**config.mk**
```make
export PLATFORM = sky130hd
export DESIGN_NAME = hazard_ctrl
export DESIGN_NICKNAME = d
export VERILOG_FILES = /design/src/rtl/hazard_ctrl.sv
export SDC_FILE = /design/constraint.sdc
export NUM_CORES = 1
export LEC_CHECK = 0
export CORE_MARGIN = 2
export CORE_UTILIZATION = 40
export DETAILED_ROUTE_END_ITERATION = 12
export GPL_ROUTABILITY_DRIVEN = 0
export PLACE_DENSITY = 0.73
export SETUP_SLACK_MARGIN = 0.02
export SLEW_MARGIN = 40
export SYNTH_ARGS = -nofsm -noshare
export SYNTH_HDL_FRONTEND = slang
export SYNTH_SLANG_ARGS = --single-unit
```
**constraint.sdc**
```tcl
create_clock -name clk -period 2.65 [get_ports clk]
set_input_delay 0.53 -clock clk [delete_from_list [all_inputs] [get_ports clk]]
set_output_delay 0.53 -clock clk [all_outputs]
set_load 0.01 [all_outputs]
```
**src/rtl/hazard_ctrl.sv**
```systemverilog
// Pipeline hazard control: load-use / HI-LO / mult-div structural stalls, branch flush, and the mult/div busy tracker.
// Stage enables and flushes are combinational; Md_Busy/Md_Done are registered. Define HAZARD_STALL_CNT_EN to add the 32-bit Stall_Cnt output.
module hazard_ctrl #(
    parameter int MUL_CYCLES = 4,
    parameter int DIV_CYCLES = 32
) (
    input  logic       clk,
    input  logic       rstn,
    input  logic       IDEX_MemRead,
    input  logic [4:0] IDEX_Rt,
    input  logic [4:0] IFID_Rs,
    input  logic [4:0] IFID_Rt,
    input  logic       IDEX_MdOp,
    input  logic       IDEX_MdDiv,
    input  logic       IFID_MdOp,
    input  logic       IFID_UsesHiLo,
    input  logic       Branch_Taken,
    output logic       PC_Write,
    output logic       IFID_Write,
    output logic       IFID_Flush,
    output logic       IDEX_Flush,
    output logic       Md_Busy,
    output logic       Md_Done
`ifdef HAZARD_STALL_CNT_EN
    ,
    output logic [31:0] Stall_Cnt
`endif
);

    typedef enum logic [1:0] {
        IDLE = 2'd0,
        MUL  = 2'd1,
        DIV  = 2'd2
    } state_t;

    // The counter holds remaining busy cycles minus one, so 0 marks the last busy cycle.
    localparam logic [5:0] MUL_LOAD = 6'(MUL_CYCLES - 1);
    localparam logic [5:0] DIV_LOAD = 6'(DIV_CYCLES - 1);

    state_t     state_q, state_d;
    logic [5:0] cnt_q, cnt_d;
    logic       busy_q, busy_d;
    logic       done_q, done_d;

    logic       load_use;
    logic       hilo_haz;
    logic       md_struct;
    logic       stall;

    always_comb begin
        load_use  = IDEX_MemRead && (IDEX_Rt != 5'd0) &&
                    ((IDEX_Rt == IFID_Rs) || (IDEX_Rt == IFID_Rt));
        hilo_haz  = IFID_UsesHiLo && (busy_q || IDEX_MdOp);
        md_struct = IFID_MdOp && (busy_q || IDEX_MdOp);
        stall     = load_use || hilo_haz || md_struct;
    end

    // A taken branch squashes both younger instructions, so any stall is moot.
    always_comb begin
        PC_Write   = 1'b1;
        IFID_Write = 1'b1;
        IFID_Flush = 1'b0;
        IDEX_Flush = 1'b0;
        if (Branch_Taken) begin
            IFID_Flush = 1'b1;
            IDEX_Flush = 1'b1;
        end else if (stall) begin
            PC_Write   = 1'b0;
            IFID_Write = 1'b0;
            IDEX_Flush = 1'b1;
        end
    end

    always_comb begin
        state_d = state_q;
        cnt_d   = cnt_q;
        done_d  = 1'b0;
        case (state_q)
            IDLE: begin
                if (IDEX_MdOp) begin
                    if (IDEX_MdDiv) begin
                        state_d = DIV;
                        cnt_d   = DIV_LOAD;
                    end else begin
                        state_d = MUL;
                        cnt_d   = MUL_LOAD;
                    end
                end
            end
            MUL, DIV: begin
                if (cnt_q == 6'd0) begin
                    state_d = IDLE;
                    done_d  = 1'b1;
                end else begin
                    cnt_d = cnt_q - 6'd1;
                end
            end
            default: begin
                state_d = IDLE;
                cnt_d   = 6'd0;
            end
        endcase
        busy_d = (state_d != IDLE);
    end

    always_ff @(posedge clk or negedge rstn) begin
        if (!rstn) begin
            state_q <= IDLE;
            cnt_q   <= 6'd0;
            busy_q  <= 1'b0;
            done_q  <= 1'b0;
        end else begin
            state_q <= state_d;
            cnt_q   <= cnt_d;
            busy_q  <= busy_d;
            done_q  <= done_d;
        end
    end

    assign Md_Busy = busy_q;
    assign Md_Done = done_q;

`ifdef HAZARD_STALL_CNT_EN
    logic [31:0] stall_cnt_q;

    always_ff @(posedge clk or negedge rstn) begin
        if (!rstn) begin
            stall_cnt_q <= 32'd0;
        end else if (!PC_Write) begin
            stall_cnt_q <= stall_cnt_q + 32'd1;
        end
    end

    assign Stall_Cnt = stall_cnt_q;
`else
    // No stall counter in this build.
`endif

endmodule

```
# Word-level counts from Yosys, hierarchy flattened

Cells that the tools add are included.

Flip-flop bits (word level): 10
Word-level logic and storage cells: 40
Input port bits: 23
Output and inout port bits: 6

$add $sub $neg: 1
Eq/ne operators: 6
Muxes and demuxes: 15
Reduce and logical (&&, ||, !) cells: 14

Operators with widths:

| operator                                         | number |
|---|---|
| 2-to-1 mux 6 bit                                 | 2 |
| one-hot mux 6 bit (2 select lines)               | 1 |
| == test 5 bit                                    | 2 |
| 2-to-1 mux 1 bit                                 | 7 |
| logical NOT 6 bit                                | 1 |
| 2-to-1 mux 2 bit                                 | 3 |
| subtractor 6 x 1 -> 6 bit, second input constant | 1 |
| 2-to-1 mux 5 bit                                 | 1 |
| nonzero test 5 bit                               | 1 |
| logical AND 1 bit                                | 4 |
| logical OR 1 bit                                 | 4 |
| != test 2 bit, second input constant             | 2 |
| one-hot mux 2 bit (2 select lines)               | 1 |
| == test 2 x 1 -> 1 bit, second input constant    | 1 |
| == test 2 bit, second input constant             | 1 |
| logical NOT 2 bit                                | 1 |
| AND reduction 2 bit                              | 1 |
| nonzero test 2 bit                               | 1 |
| OR reduction 2 bit                               | 1 |

# Depth between registers and ports, before layout

Depth after elaboration: 7
Mapped depth: 7
Gate-level depth less buffers: 6

# Worst setup path before layout

No wires, ideal clock.

Path kind: input to output
Start point: input port IDEX_Rt[1]
End point: output port PC_Write
Cell stages on the path: 4
Arrival time: 1515 ps
Path slack: 605 ps
Path buffers: 1
Data required time: 2120 ps
Cells stage by stage: or4_1 -> o21ai_1 -> o31a_1 -> buf_4

Word-level cells in the longest chain between the ends: 7
Elaborated cells between the ends (all ways): 10
Classes of those cells: 2 x eq/ne; 2 x mux; 6 x reduce/logical

Ends and longest elaborated chain:

| what                                                         | line   | RTL |
|---|---|---|
| start: declaration                                           | 10     | `input logic [4:0] IDEX_Rt,` |
| == test 5 bit / nonzero test 5 bit (equally long branches)   | 52, 51 |  |
| logical OR 1 bit / logical AND 1 bit (equally long branches) | 52, 51 |  |
| logical AND 1 bit (*)                                        | 51     | `load_use = IDEX_MemRead && (IDEX_Rt != 5'd0) &&` |
| logical OR 1 bit (*) (2 in series)                           | 55     | `stall = load_use \|\| hilo_haz \|\| md_struct;` |
| 2-to-1 mux 1 bit (*) (2 in series)                           | n/a    |  |
| end: declaration                                             | 18     | `output logic PC_Write,` |

Every way passes the cells marked *; elsewhere a longest branch is shown, timed or not.

# Final worst setup path

Start point: input port IDEX_Rt[1]
End point: output port PC_Write

Word-level cells in the longest chain between the ends: 7
Elaborated cells between the ends (all ways): 10
Classes of those cells: 2 x eq/ne; 2 x mux; 6 x reduce/logical

Ends and longest elaborated chain:

| what                                                         | line   | RTL |
|---|---|---|
| == test 5 bit / nonzero test 5 bit (equally long branches)   | 52, 51 |  |
| logical OR 1 bit / logical AND 1 bit (equally long branches) | 52, 51 |  |
| logical AND 1 bit (*)                                        | 51     |  |
| logical OR 1 bit (*) (2 in series)                           | 55     |  |
| 2-to-1 mux 1 bit (*)                                         | 67     | `end else if (stall) begin` |
| 2-to-1 mux 1 bit (*)                                         | 64     | `if (Branch_Taken) begin` |

Marked as above.

==> results.toml <==
[yosys]
async_flop_share_pct = 100
post_synth.cell_area_avg_sq_um = 8.44
seq_area_frac_synth_pct = 32.6
synth-adder-area-share_pct = 6.51
synth_nets = 118
synth.area.top_cells = "sky130_fd_sc_hd__dfrtp_1 (33%), sky130_fd_sc_hd__xor2_1 (11%), sky130_fd_sc_hd__ha_1 (6.5%)"
synthCells = 91
xor_xnor_share_of_the_synthesized_area_pct = 11.4
synth_cell_type_count = 33
synth_top_area_cell = "sky130_fd_sc_hd__dfrtp_1"
synthFlopType = "sky130_fd_sc_hd__dfrtp_1"
largest_family_of_logic_cells_by_synthesized_area = "compound AO/OA/AOI/OAI gates"
number_of_synthesized_flops_with_an_enable_pin = 0
synth_compound_gate_area_share_pct = 22.1
synth_mux_area_share_pct = 1.47
synth-seq-cells = 10
synth.top_cell.area_share_pct = 32.6
ys_warnings = 0
yosys.area_share.simple_pct = 19.5
synthesis.area_sq_um = 768

[cts]
cts.reportedPaths.clkPinSlew_ns = 0.07
max-clock-path-buffers = 2
clock_insertion_delay_worst_skew_ns = 0.27
tritoncts_clock_tree = "yes"
cts_max_level = 1
ctsRootBufferMaster = "sky130_fd_sc_hd__clkbuf_4"
cts-buffers-inserted = 3
tritoncts_num_sinks = 10
post_cts_setup_repair_buffer_count = 0

[worst_hold_path]
hold-path-cell-count = 2
hold_path.class = "flop to flop"
launch_instance_of_the_worst_min_delay_path = "cnt_q[0]"
worst_hold_path.endpoint = "cnt_q[0]"

[grt]
grt_first_pass_wirelength_mm = 2.97
grtUsageMet3_pct = 5.28
gr_layer_usage_met2_pct = 28.5
first_global_vias = 741
grt_max_degree = 13
top_usage_layer = "met2"
grt_overflow = 0
antenna_found_initial = 0
grt.met1_usage_pct = 24.0
grt_usage_pct = 18.8

[sta]
final_max_slew_viol_count = 0
finalClockSkew_ns = 0.00501
timing.final.setup_violations = 0
unrepaired_setup_endpoints_after_global_routing = "false"
max_slew_margin_vs_limit_pct = 67.9
hold_viol_final = 0
max_freq_ghz = 0.392
tightest_pin_transition_ns = 0.478
time_the_final_worst_path_needs_with_i_o_delays_and_setup_ns = 2.55
setup_total_negative_slack_ns = 0
final_min_period_over_clock_period_pct = 96.3

[floorplan]
start_util_pct = 43.5
core_sq_mm = 0.00176
die-height_um = 47.8
rows = 15
die_width_um = 47.8
design.die.area_sq_mm = 0.00229
ioPinCount = 29

[routing]
totalWireLength_mm = 1.77
detail_route.first_pass.iterations = 4
drtAntennaViolNets = 0
detailedRoute.firstIterationViolations = 17
drt_drc_violations_left = 0
via_per_inst = 5.19
via_count = 758
avgRoutedWirePerCell_um = 12.2

[cells_and_area]
fill_cell_instance_count_of_the_final_layout = 167
antenna-diode-count = 0
final_core_utilization_pct = 63.4
final_cell_mix = "sky130_fd_sc_hd__clkdlybuf4s50_1 (21), sky130_fd_sc_hd__dfrtp_1 (10), sky130_fd_sc_hd__xor2_1 (10)"
final_common_cell = "sky130_fd_sc_hd__clkdlybuf4s50_1"
net_count_final = 149
area_growth_syn_to_layout_pct = 45.6
layout_cells_sized_above_1_pct = 8.26

[setup_path]
timing.critical_path.max_delay_family = "buffers and inverters"
rr_endpoint = "Md_Busy"
worst-path-buf-inv = 2
max_stage_delay_on_crit_path_ns = 0.54
crit_type = "input pin to primary output"
regToRegStartpoint = "cnt_q[0]"
cp.arrival_ns = 2.02
worstSetupStartpointType = "input pin"
req_time_crit_path_ns = 2.12
cp_cell_sequence = "clkdlybuf4s50_1, or4_1, o21ai_2, o31a_1, dlygate4sd2_1"
end_kind = "primary output"
r2r_slack_ns = 0.85
crit_path_top_delay_cell = "sky130_fd_sc_hd__or4_1"
worst-path-max-fanout = 2
r2r.worst_path.cells = 6

[outcome]
outcome = "complete, no violations"

[pwr]
static-leakage-power_uw = 0.000506
vdd.ir_drop.worst_mv = 0.538
cellPowerDensity_mw_per_mm2 = 834

[place]
dpl.hpwl_mm = 1.43
count_of_buffers_from_port_buffering = 28

[job]
drv.max_cap_violation_count = 0
## cell usage after synthesis, types with 2 or more instances
master                     instances
sky130_fd_sc_hd__dfrtp_1          10
sky130_fd_sc_hd__xor2_1           10
sky130_fd_sc_hd__nor2_1            8
sky130_fd_sc_hd__nand2_1           7
sky130_fd_sc_hd__inv_1             6
sky130_fd_sc_hd__a21oi_1           5
sky130_fd_sc_hd__o21ai_0           5
sky130_fd_sc_hd__ha_1              4
sky130_fd_sc_hd__o31ai_1           4
sky130_fd_sc_hd__clkbuf_1          3
sky130_fd_sc_hd__nor3_1            3
sky130_fd_sc_hd__buf_4             2
sky130_fd_sc_hd__nand2b_1          2
sky130_fd_sc_hd__o211ai_1          2
sky130_fd_sc_hd__o21ai_1           2
## tightest hold or removal path, stage by stage (launching register included)
cell	delay (ns)
sky130_fd_sc_hd__dfrtp_1	0.39
sky130_fd_sc_hd__nand2_1	0.06
sky130_fd_sc_hd__o31ai_1	0.06
## worst max path at each step
stage	slack [ns]	startpoint	cells after the start	to
4_1_cts	0.03	IDEX_Rt[0]	6	PC_Write
5_1_grt	0.02	IDEX_Rt[1]	7	PC_Write
3_3_place_gp	-0.21	IDEX_Rt[2]	5	IFID_Write
6_report	0.1	IDEX_Rt[1]	5	PC_Write
2_1_floorplan	0.61	IDEX_Rt[1]	4	PC_Write
3_5_place_dp	-0.23	IDEX_Rt[2]	7	PC_Write
## sequential cells by signal, indices dropped and copies added, names as in the netlist
signal and count:
Md_Busy 1, cnt_q 6, state_q 2, Md_Done 1
## power by group
group / leakage [uW] / switching, uW / total, uW / internal, uW
Combinational: 0.000359 / 273 / 503 / 229
Sequential: 0.000126 / 69.0 / 291 / 222
Clock: 0.0000210 / 55.9 / 139 / 83.4
Total: 0.000506 / 398 / 933 / 534
## per-layer routing
metal	part of all wire (%)	wire length, um	vias up
li1	-	-	379
met1	45	795	339
met2	46	817	36
met3	7.2	127	4
met4	1.9	34	0
met5	0	0	-
## area by class of cell
cell class / count / area [sq um] / share of cell area (%)
repair buffers: 31 / 305 / 27.3
well taps: 25 / 31.3 / 2.80
clock buffers: 4 / 36.3 / 3.24
multi-input cells: 70 / 473 / 42.3
inverters: 6 / 22.5 / 2.01
flip-flops and latches: 10 / 250 / 22.4
## logic make-up (layout without fill, tap and decap cells)
kind of cell,Yosys count,in the layout
mux,1,1
compound gates,26,26
buf+inv,11,41
flops,10,10
xor+xnor,10,10
fa+ha+maj,4,4
simple gates,29,29
## per-stage QoR
step / hold WS [ns] / area [sq um] / setup slack (ns) / instances / power [uW]
after floorplan: 0.234 / 768 / 0.605 / 91 / 635
after global placement: 0.525 / 1080 / -0.210 / 142 / 777
after detailed placement: 0.534 / 1080 / -0.229 / 142 / 796
after CTS: 0.548 / 1110 / 0.0293 / 146 / 932
after global routing: 0.582 / 1120 / 0.0227 / 146 / 1020
final: 0.543 / 1120 / 0.0971 / 146 / 933
## what timing repair did
action                                  in CTS  in global routing
hold buffers                                 0                  0
endpoints found under the setup margin       3                  2
gates resized for setup                      4                  4
pin swaps                                    2                  0
Note: power is estimated with default switching activity, not from simulation.
